--- src/rtl/ddr_mem_responder.sv ---
// ddr_mem_responder: responder end of the DDR command interface. Commands and
// write beats are queued in registered FIFOs. Each command is served as a
// two-beat line access on a single-port synchronous RAM, and read beats come
// back through a first-word-fall-through read buffer.
//
// Handshake semantics: every queue input is a one-cycle push strobe with no
// ready. The initiator throttles on the registered almost-full flags
// (af_full_o / wb_full_o), and two entries of slack are held back for pushes
// made without checking. A push into a completely full queue is dropped and
// raises overflow_err_o. The read side is valid/pop: read_data_o is valid
// whenever rb_empty_o = 0, and rd_rb_i pops it on the clock edge. Popping an
// empty buffer is ignored and raises underflow_err_o.
//
// state_o encoding (debug): 0 IDLE, 1 WR0, 2 WR1, 3 RD0, 4 RD1.

// Registered FIFO. The head is a plain array read; storage is flushed by pointers.
module ddr_mem_responder_fifo #(
    parameter int W     = 8,
    parameter int DEPTH = 8,
    parameter int CW    = $clog2(DEPTH) + 1
) (
    input  logic          clk_i,
    input  logic          rst_ni,
    input  logic          push_i,
    input  logic          pop_i,
    input  logic [W-1:0]  data_i,
    output logic [W-1:0]  data_o,
    output logic [CW-1:0] count_o,
    output logic          full_o
);
    localparam int PW = $clog2(DEPTH);
    localparam logic [CW-1:0] FULL_CNT = CW'(DEPTH);

    logic [W-1:0]  mem_q [DEPTH];
    logic [PW-1:0] wptr_q, rptr_q;
    logic [CW-1:0] count_q, count_d;
    logic          do_push, do_pop;

    assign full_o  = (count_q == FULL_CNT);
    assign do_push = push_i && !full_o;
    assign do_pop  = pop_i && (count_q != '0);
    assign data_o  = mem_q[rptr_q];
    assign count_o = count_q;

    // Occupancy: a simultaneous push and pop leaves the count unchanged.
    always_comb begin
        count_d = count_q;
        case ({do_push, do_pop})
            2'b10:   count_d = count_q + 1'b1;
            2'b01:   count_d = count_q - 1'b1;
            default: count_d = count_q;
        endcase
    end

    // Pointers and count; reset empties the queue.
    always_ff @(posedge clk_i or negedge rst_ni) begin
        if (!rst_ni) begin
            wptr_q  <= '0;
            rptr_q  <= '0;
            count_q <= '0;
        end else begin
            if (do_push) wptr_q <= wptr_q + 1'b1;
            if (do_pop)  rptr_q <= rptr_q + 1'b1;
            count_q <= count_d;
        end
    end

    // Storage write. No reset is needed because the pointers define validity.
    always_ff @(posedge clk_i) begin
        if (do_push) mem_q[wptr_q] <= data_i;
    end
endmodule

module ddr_mem_responder #(
    parameter int AF_DEPTH = 8,
    parameter int WB_DEPTH = 8,
    parameter int RB_DEPTH = 8,
    parameter int MEM_AW   = 12
) (
    input  logic              clk_i,
    input  logic              rst_ni,
    input  logic              wr_af_i,
    input  logic [25:0]       af_address_i,
    input  logic              af_read_i,
    output logic              af_full_o,
    input  logic              wr_wb_i,
    input  logic [127:0]      write_data_i,
    output logic              wb_full_o,
    input  logic              rd_rb_i,
    output logic [127:0]      read_data_o,
    output logic              rb_empty_o,
    output logic              mem_en_o,
    output logic              mem_we_o,
    output logic [MEM_AW-1:0] mem_addr_o,
    output logic [127:0]      mem_wdata_o,
    input  logic [127:0]      mem_rdata_i,
    output logic              overflow_err_o,
    output logic              underflow_err_o,
    output logic [2:0]        state_o
);
    localparam int AFC  = $clog2(AF_DEPTH) + 1;
    localparam int WBC  = $clog2(WB_DEPTH) + 1;
    localparam int RBC  = $clog2(RB_DEPTH) + 1;
    localparam int RBC1 = RBC + 1;
    localparam logic [AFC-1:0] AF_ALMOST = AFC'(AF_DEPTH - 2);
    localparam logic [WBC-1:0] WB_ALMOST = WBC'(WB_DEPTH - 2);
    localparam logic [WBC-1:0] WB_LINE   = WBC'(2);
    localparam logic [RBC:0]   RB_LIMIT  = RBC1'(RB_DEPTH - 2);

    typedef enum logic [2:0] {
        ST_IDLE = 3'd0,
        ST_WR0  = 3'd1,
        ST_WR1  = 3'd2,
        ST_RD0  = 3'd3,
        ST_RD1  = 3'd4
    } state_e;

    state_e state_q, state_d;
    logic [MEM_AW-2:0] line_q, line_d;
    logic [RBC-1:0]    inflight_q, inflight_d;
    logic              vld_q;
    logic              ovf_q, udf_q;

    logic [MEM_AW-1:0] af_head;
    logic [AFC-1:0]    af_count;
    logic              af_full_hard;
    logic [127:0]      wb_head;
    logic [WBC-1:0]    wb_count;
    logic              wb_full_hard;
    logic [127:0]      rb_head;
    logic [RBC-1:0]    rb_count;
    logic              unused_rb_full;
    logic              unused_addr_bits;
    logic [RBC:0]      rb_used;

    logic af_pop, wb_pop, rd_issue, mem_en, mem_we, beat;

    // Line bits above the RAM size alias onto lower lines and are never stored.
    assign unused_addr_bits = ^af_address_i[25:MEM_AW-1];

    ddr_mem_responder_fifo #(.W(MEM_AW), .DEPTH(AF_DEPTH), .CW(AFC)) u_af (
        .clk_i  (clk_i),
        .rst_ni (rst_ni),
        .push_i (wr_af_i),
        .pop_i  (af_pop),
        .data_i ({af_read_i, af_address_i[MEM_AW-2:0]}),
        .data_o (af_head),
        .count_o(af_count),
        .full_o (af_full_hard)
    );

    ddr_mem_responder_fifo #(.W(128), .DEPTH(WB_DEPTH), .CW(WBC)) u_wb (
        .clk_i  (clk_i),
        .rst_ni (rst_ni),
        .push_i (wr_wb_i),
        .pop_i  (wb_pop),
        .data_i (write_data_i),
        .data_o (wb_head),
        .count_o(wb_count),
        .full_o (wb_full_hard)
    );

    ddr_mem_responder_fifo #(.W(128), .DEPTH(RB_DEPTH), .CW(RBC)) u_rb (
        .clk_i  (clk_i),
        .rst_ni (rst_ni),
        .push_i (vld_q),
        .pop_i  (rd_rb_i),
        .data_i (mem_rdata_i),
        .data_o (rb_head),
        .count_o(rb_count),
        .full_o (unused_rb_full)
    );

    // Buffered beats plus beats still in the RAM pipe must leave room for a whole line.
    assign rb_used = {1'b0, rb_count} + {1'b0, inflight_q};

    // Next state and RAM strobes. The AF head is never bypassed, so command order is kept.
    always_comb begin
        state_d  = state_q;
        line_d   = line_q;
        af_pop   = 1'b0;
        wb_pop   = 1'b0;
        rd_issue = 1'b0;
        mem_en   = 1'b0;
        mem_we   = 1'b0;
        beat     = 1'b0;
        case (state_q)
            ST_IDLE: begin
                if (af_count != '0) begin
                    if (!af_head[MEM_AW-1]) begin
                        if (wb_count >= WB_LINE) begin
                            af_pop  = 1'b1;
                            line_d  = af_head[MEM_AW-2:0];
                            state_d = ST_WR0;
                        end
                    end else if (rb_used <= RB_LIMIT) begin
                        af_pop   = 1'b1;
                        rd_issue = 1'b1;
                        line_d   = af_head[MEM_AW-2:0];
                        state_d  = ST_RD0;
                    end
                end
            end
            ST_WR0: begin
                mem_en  = 1'b1;
                mem_we  = 1'b1;
                wb_pop  = 1'b1;
                state_d = ST_WR1;
            end
            ST_WR1: begin
                mem_en  = 1'b1;
                mem_we  = 1'b1;
                wb_pop  = 1'b1;
                beat    = 1'b1;
                state_d = ST_IDLE;
            end
            ST_RD0: begin
                mem_en  = 1'b1;
                state_d = ST_RD1;
            end
            ST_RD1: begin
                mem_en  = 1'b1;
                beat    = 1'b1;
                state_d = ST_IDLE;
            end
            default: state_d = ST_IDLE;
        endcase
    end

    // Inflight count: +2 when a read line is issued, -1 as each beat lands in the RB.
    always_comb begin
        inflight_d = inflight_q;
        if (rd_issue && !vld_q)     inflight_d = inflight_q + RBC'(2);
        else if (rd_issue && vld_q) inflight_d = inflight_q + RBC'(1);
        else if (vld_q)             inflight_d = inflight_q - RBC'(1);
    end

    // Control registers. Reset drops any RAM data still in the valid pipe.
    always_ff @(posedge clk_i or negedge rst_ni) begin
        if (!rst_ni) begin
            state_q    <= ST_IDLE;
            line_q     <= '0;
            inflight_q <= '0;
            vld_q      <= 1'b0;
            ovf_q      <= 1'b0;
            udf_q      <= 1'b0;
        end else begin
            state_q    <= state_d;
            line_q     <= line_d;
            inflight_q <= inflight_d;
            vld_q      <= mem_en && !mem_we;
            ovf_q      <= ovf_q || (wr_af_i && af_full_hard) || (wr_wb_i && wb_full_hard);
            udf_q      <= udf_q || (rd_rb_i && (rb_count == '0));
        end
    end

    assign mem_en_o        = mem_en;
    assign mem_we_o        = mem_we;
    assign mem_addr_o      = mem_en ? {line_q, beat} : '0;
    assign mem_wdata_o     = mem_we ? wb_head : '0;
    assign af_full_o       = (af_count >= AF_ALMOST);
    assign wb_full_o       = (wb_count >= WB_ALMOST);
    assign rb_empty_o      = (rb_count == '0);
    assign read_data_o     = rb_empty_o ? '0 : rb_head;
    assign overflow_err_o  = ovf_q;
    assign underflow_err_o = udf_q;
    assign state_o         = state_q;
endmodule

--- config.mk ---
export PLATFORM = sky130hd
export DESIGN_NAME = ddr_mem_responder
export DESIGN_NICKNAME = d
export VERILOG_FILES = /design/src/rtl/ddr_mem_responder.sv
export SDC_FILE = /design/constraint.sdc
export NUM_CORES = 2
export LEC_CHECK = 0
export BUFFER_PORTS_ARGS = -buffer_cell sky130_fd_sc_hd__buf_2
export CAP_MARGIN = 20
export CORE_MARGIN = 2
export CORE_UTILIZATION = 35
export CTS_CLUSTER_SIZE = 10
export DETAILED_ROUTE_END_ITERATION = 10
export PLACE_DENSITY = 0.58
export SETUP_SLACK_MARGIN = 0.3
export SYNTH_ARGS = -nofsm -noshare
export SYNTH_HDL_FRONTEND = slang
export SYNTH_SLANG_ARGS = --single-unit
--- constraint.sdc ---
create_clock -name clk_i -period 19.8 [get_ports clk_i]
set_input_delay 0.99 -clock clk_i [delete_from_list [all_inputs] [get_ports clk_i]]
set_output_delay 0.99 -clock clk_i [all_outputs]
set_load 0.03 [all_outputs]
### Word level (Yosys, flattened, before mapping)

Memory sizes are Yosys's and may differ from the RTL's.
Index checks and enable logic that the tools add are counted.

* equal/unequal tests: 17
* reductions and logical operators: 35
* $add $sub $neg: 16
* muxes and demuxes: 34
* order comparisons: 4

Operator list (number)
* 128-bit 2-to-1 mux: 2
* 11-bit 2-to-1 mux: 3
* 4-bit one-hot mux with 2 select lines: 3
* 3-bit by 1-bit adder with 3-bit output, second input constant: 6
* 1-bit 2-to-1 mux: 17
* 4-bit by 1-bit adder with 4-bit output, second input constant: 4
* 4-bit by 1-bit subtractor with 4-bit output, second input constant: 4
* 4-bit == test, second input constant: 3
* 1-bit logical AND: 12
* 12-bit 2-to-1 mux: 1
* 3-bit 2-to-1 mux: 4
* 4-bit 2-to-1 mux: 3
* 4-bit nonzero test: 3
* 3-bit one-hot mux with 3 select lines: 1
* 4-bit by 3-bit greater-or-equal comparator with 1-bit output, second input constant: 2
* 2-bit nonzero test: 4
* 2-bit by 1-bit == test with 1-bit output, second input constant: 3
* 2-bit == test, second input constant: 3
* 3-bit by 2-bit == test with 1-bit output, second input constant: 2
* 3-bit != test, second input constant: 2
* 4-bit by 4-bit adder with 5-bit output: 1
* 5-bit by 3-bit <= comparator with 1-bit output, second input constant: 1
* 1-bit logical NOT: 5
* 4-bit by 2-bit adder with 4-bit output, second input constant: 1
* other kinds (13): 16

* memories kept: 3
* input port bits: 288
* bits in writable memories: 2144
* register bits after elaboration: 51

Memories
* u_rb.mem_q: depth 8, bits a word 128, read ports 1, clocked after memory_dff 0, wr ports 1, line 34 `logic [W-1:0] mem_q [DEPTH];`
* u_wb.mem_q: depth 8, bits a word 128, read ports 1, clocked after memory_dff 0, wr ports 1, line 34
* u_af.mem_q: depth 8, bits a word 12, read ports 1, clocked after memory_dff 0, wr ports 1, line 34

### Logic depth before layout (Yosys ltp)

* word-level depth: 9
* depth in mapped cells: 15

### Hierarchy

From an unflattened synthesis, not the netlist that was laid out.

* cells, all modules: 3698
* area, all modules: 85438.2 um^2

By module, submodules not included
* ddr_mem_responder_fifo (u_rb ...): area an instance 39068.7 um^2, times used 2, cells each 1546, seq. area each 30999.7 um^2
* ddr_mem_responder_fifo (u_af): area an instance 4269.1 um^2, times used 1, cells each 200, seq. area each 3133.0 um^2
* ddr_mem_responder: area an instance 3031.7 um^2, times used 1, cells each 406, seq. area each 525.5 um^2

### Worst setup path after synthesis

Ideal clock, no wire load.

* path type: input to register
* start: input wr_wb_i
* end: memory u_wb.mem_q[0][0] (enable)
* path slack: 5.457 ns
* data required time: 18.871 ns
* library setup time: 0.929 ns
* path buffers: 0
* stages: 3
* data arrival time: 13.414 ns
* cell sequence: and2_1 clkinv_1 nor4_1

* cells in the longest elaborated chain, start to end: 3

RTL lines
* start: declaration: line 86 `input logic wr_wb_i,`
* 1-bit logical AND: line 40 `assign do_push = push_i && !full_o;`
* 1-bit 2-to-1 mux: line 70 `if (do_push) mem_q[wptr_q] <= data_i;`
* 1-bit 2-to-1 mux (implied by the code): line 70
* end: declaration: line 34

No other way between the ends.

### Worst setup path after layout

* start: register u_rb.rptr_q[0]
* end: output read_data_o[114]

* cells in the longest elaborated chain, start to end: 2

RTL lines
* start: declaration: line 35 `logic [PW-1:0] wptr_q, rptr_q;`
* start signal: assignment: line 63 `if (do_pop) rptr_q <= rptr_q + 1'b1;`
* memory 8 x 128 bit
* 128-bit 2-to-1 mux: line 264 `assign read_data_o = rb_empty_o ? '0 : rb_head;`
* end: declaration: line 90 `output logic [127:0] read_data_o,`

No other way between the ends.

==> key figures <==
Power
  – Pwr/cell area: 159.1 nW/um^2
  – Max VDD drop: 0.1077 mV
  – Pleak: 0.03260 uW

Synth
  – Synth area leader: edfxtp_1
  – Synthesized net count: 3,993
  – EDFF count, synth: ~2,100
  – Post-synth ARST share: 2.323%
  – Commonest register cell after synthesis: edfxtp_1
  – Post-synthesis sequential area ratio: 78.33%
  – Synth cell count leaders: 2,144 x edfxtp_1, 535 x mux4_2, 271 x nor2_1
  – Synth unique cells: 38
  – Top-count cell post-synth: edfxtp_1
  – Area contributors post-synth: edfxtp_1 77%, mux4_2 14%, mux2i_1 3.2%
  – Warning count from the yosys run: 0
  – Mapped Avg Cell Area: 22.79 um^2
  – Number of synthesized register bits: ~2,200
  – Netlist Area Pre-Place: roughly 84,000 um^2
  – Synthesized instance count: ~3,700
  – Post-synth top area share: 76.81%

Place
  – Final estimated routing congestion in global placement: 0.7423
  – DP Area: between 90,000 and 100,000 um^2
  – Inst Count DP: 7,287
  – Number of port buffers: 550
  – Post-DP HPWL: 106.9 mm
  – Pre-CTS WS: 14.08 ns

Global routing
  – Total global routing overflow: 0
  – First-pass GRT wire length: roughly 280 mm
  – Initial antenna violation count: 101
  – Vias in the first global route: 40,587
  – Largest net degree at the start of global routing: 118
  – GRT Util Overall: 15.57%

Floorplanning
  – Initial Util: 35.21%
  – Die area: around 240,000 um^2
  – Row Count: 179
  – Top-Level Pins: 566
  – Die Height: roughly 490 um
  – Die W: 493.4 um
  – Core Area: 238,100 um^2

CTS
  – Clock Latency Late Sink: 0.91 ns
  – CTS buffer count: about 280
  – Setup Fix Bufs, Post-CTS: 0
  – PostCTS Resize Cnt: 0
  – CTS Sinks: 2,195
  – CTS tree: yes
  – Clock Tree Buf Depth: 4
  – Clk root buf: clkbuf_16
  – H-Tree Depth: 5
  – Hold-fix buffers, CTS: 0
  – Clock slew at reported path FFs: 0.05 ns

Worst setup path
  – Kind of critical path: flip-flop to primary output
  – Crit path DAT: 5.42 ns
  – Reg2Reg Setup Slack: between 15 and 20 ns
  – CP startpoint kind: flip-flop
  – CP Capture Type: primary output
  – CP required: roughly 19 ns
  – Top fanout value on the critical path: 84

Final layout
  – Layout cell share with drive strength beyond 1: 33.80%
  – Layout fillers: 20,727
  – Design area: 98,160 um^2
  – Fin util: 41.23%
  – Final Non-Filler Cells: 7,672
  – Area growth syn-to-layout: 17.11%
  – Nets: ~4,700

Timing
  – Slew @ Worst Pin: 1.113 ns
  – Slew margin rel.: approximately a quarter
  – Final Cycle Share: 32.38%
  – Final Hold Fails: 0
  – Max Clk Rate: 156.0 MHz
  – Slew Limit Fails: 0
  – Final setup vio count: 0
  – Crit path time final: 6.410 ns
  – Final setup TNS: 0 ns
  – Clock Skew: 0.08916 ns
  – RSZ-0062 raised after global routing: false
  – Final setup margin: 13.39 ns

Routing
  – DR vias: 39,049
  – Total wire length: 192.9 mm
  – Vias/cell: 5.090
  – 1st-iter DRT viols: 2,790
  – Drt wl/cell: 25.15 um
  – Final ANT Viol Nets: 0
  – DR pass1 iterations: 5
  – DRC errors left: 0

Min path
  – Worst min path class: input pin to asynchronous set/reset pin

Flow run
  – Max Cap Violations: 0

Run status
  – Status: finished clean
flip-flops by register name, summed over array words and instances, names as in the netlist, 4 cells and up:
name,cells
u_wb.count_o,4
inflight_q,4
u_af.mem_q,96
u_af.count_o,4
u_rb.count_o,4
u_rb.mem_q,1024
line_q,11
u_wb.mem_q,1024
path summary, 6_finish.rpt:
kind / to / cells after the start / from
setup / recovery: read_data_o[114] / 8 / u_rb.rptr_q[0]$_DFFE_PN0P_
hold / removal: u_af.wptr_q[1]$_DFFE_PN0P_ / 2 / rst_ni
setup reg to reg: u_rb.mem_q[2][114]$_DFFE_PP_ / 8 / u_rb.count_o[0]$_DFFE_PN0P_
hold reg to reg: underflow_err_o$_DFF_PN0_ / 1 / underflow_err_o$_DFF_PN0_
max in group asynchronous: u_rb.rptr_q[2]$_DFFE_PN0P_ / 2 / rst_ni
min in group clk_i: u_rb.mem_q[3][117]$_DFFE_PP_ / 1 / mem_rdata_i[117]
layout make-up:
class                   count  area (um^2)  share of cell area (%)
diodes                     37        92.59                 0.09432
clock buffers             328         7176                   7.310
clock inverters            20        215.2                  0.2192
inverters                  18        67.56                 0.06883
multi-input cells        1278        17480                   17.81
flip-flops and latches   2195        65680                   66.91
well taps                3167         3963                   4.037
repair buffers            629         3483                   3.549
logic make-up after synthesis:
kind of cell / share of synthesized area [%]
flops: 78.33
compound gates: 0.2343
mux: 17.89
fa+ha+maj: 0.4478
simple gates: 1.799
buf+inv: 0.9777
xor+xnor: 0.3239
where the power goes:
group          total (uW)  switching, uW  internal, uW
sequential           6040            269          5770
combinational        5320           3340          1980
clock                4260           1720          2530
placed cells by master (no fill, tap or decap), types with 3 or more instances in the layout:
master | synthesis | final
ha_1 | 22 | 22
o21ai_0 | 5 | 5
nor2_1 | 271 | 265
dfrtp_4 | 0 | 6
xnor2_1 | 20 | 20
and2_1 | 15 | 15
mux4_2 | 535 | 535
clkbuf_1 | 97 | 48
nand3_1 | 6 | 6
clkbuf_16 | 0 | 279
nor2_4 | 0 | 6
nand2b_1 | 8 | 7
nor3_4 | 1 | 3
buf_12 | 0 | 11
nor3_1 | 16 | 8
dfrtp_1 | 51 | 45
fa_1 | 5 | 5
inv_6 | 0 | 6
nand2_1 | 34 | 34
clkinv_1 | 3 | 9
buf_4 | 0 | 68
nor4_2 | 1 | 4
a21o_1 | 7 | 7
buf_2 | 28 | 550
nor3_2 | 0 | 6
a21oi_1 | 9 | 9
inv_1 | 15 | 15
edfxtp_1 | 2144 | 2144
mux2i_1 | 266 | 266
xor2_1 | 11 | 11
mux2_2 | 25 | 25
diode_2 | 0 | 37
metrics by stage:
stage	power, uW	hold WS, ns
floorplan	9927	0.4720
global placement	11530	0.4329
detailed placement	11590	0.4448
CTS	15890	0.1844
global route	16350	0.2522
finish	15620	0.2435
critical path, stage by stage, from the launching register on:
cell and delay, ns:
dfrtp_4 0.92, buf_4 0.77, buf_4 0.75, buf_12 0.49
mux4_2 0.61, mux2i_1 0.15, buf_4 0.22, nor2_1 0.06
buf_2 0.20
layer usage:
metal / wire (um) / track usage, %
met4: 4242 / 4.084
met1: 80360 / 20.25
met5: 707 / 0.2153
met3: 19130 / 6.857
met2: 88480 / 23.76
Note: power is estimated with default switching activity, not from simulation.
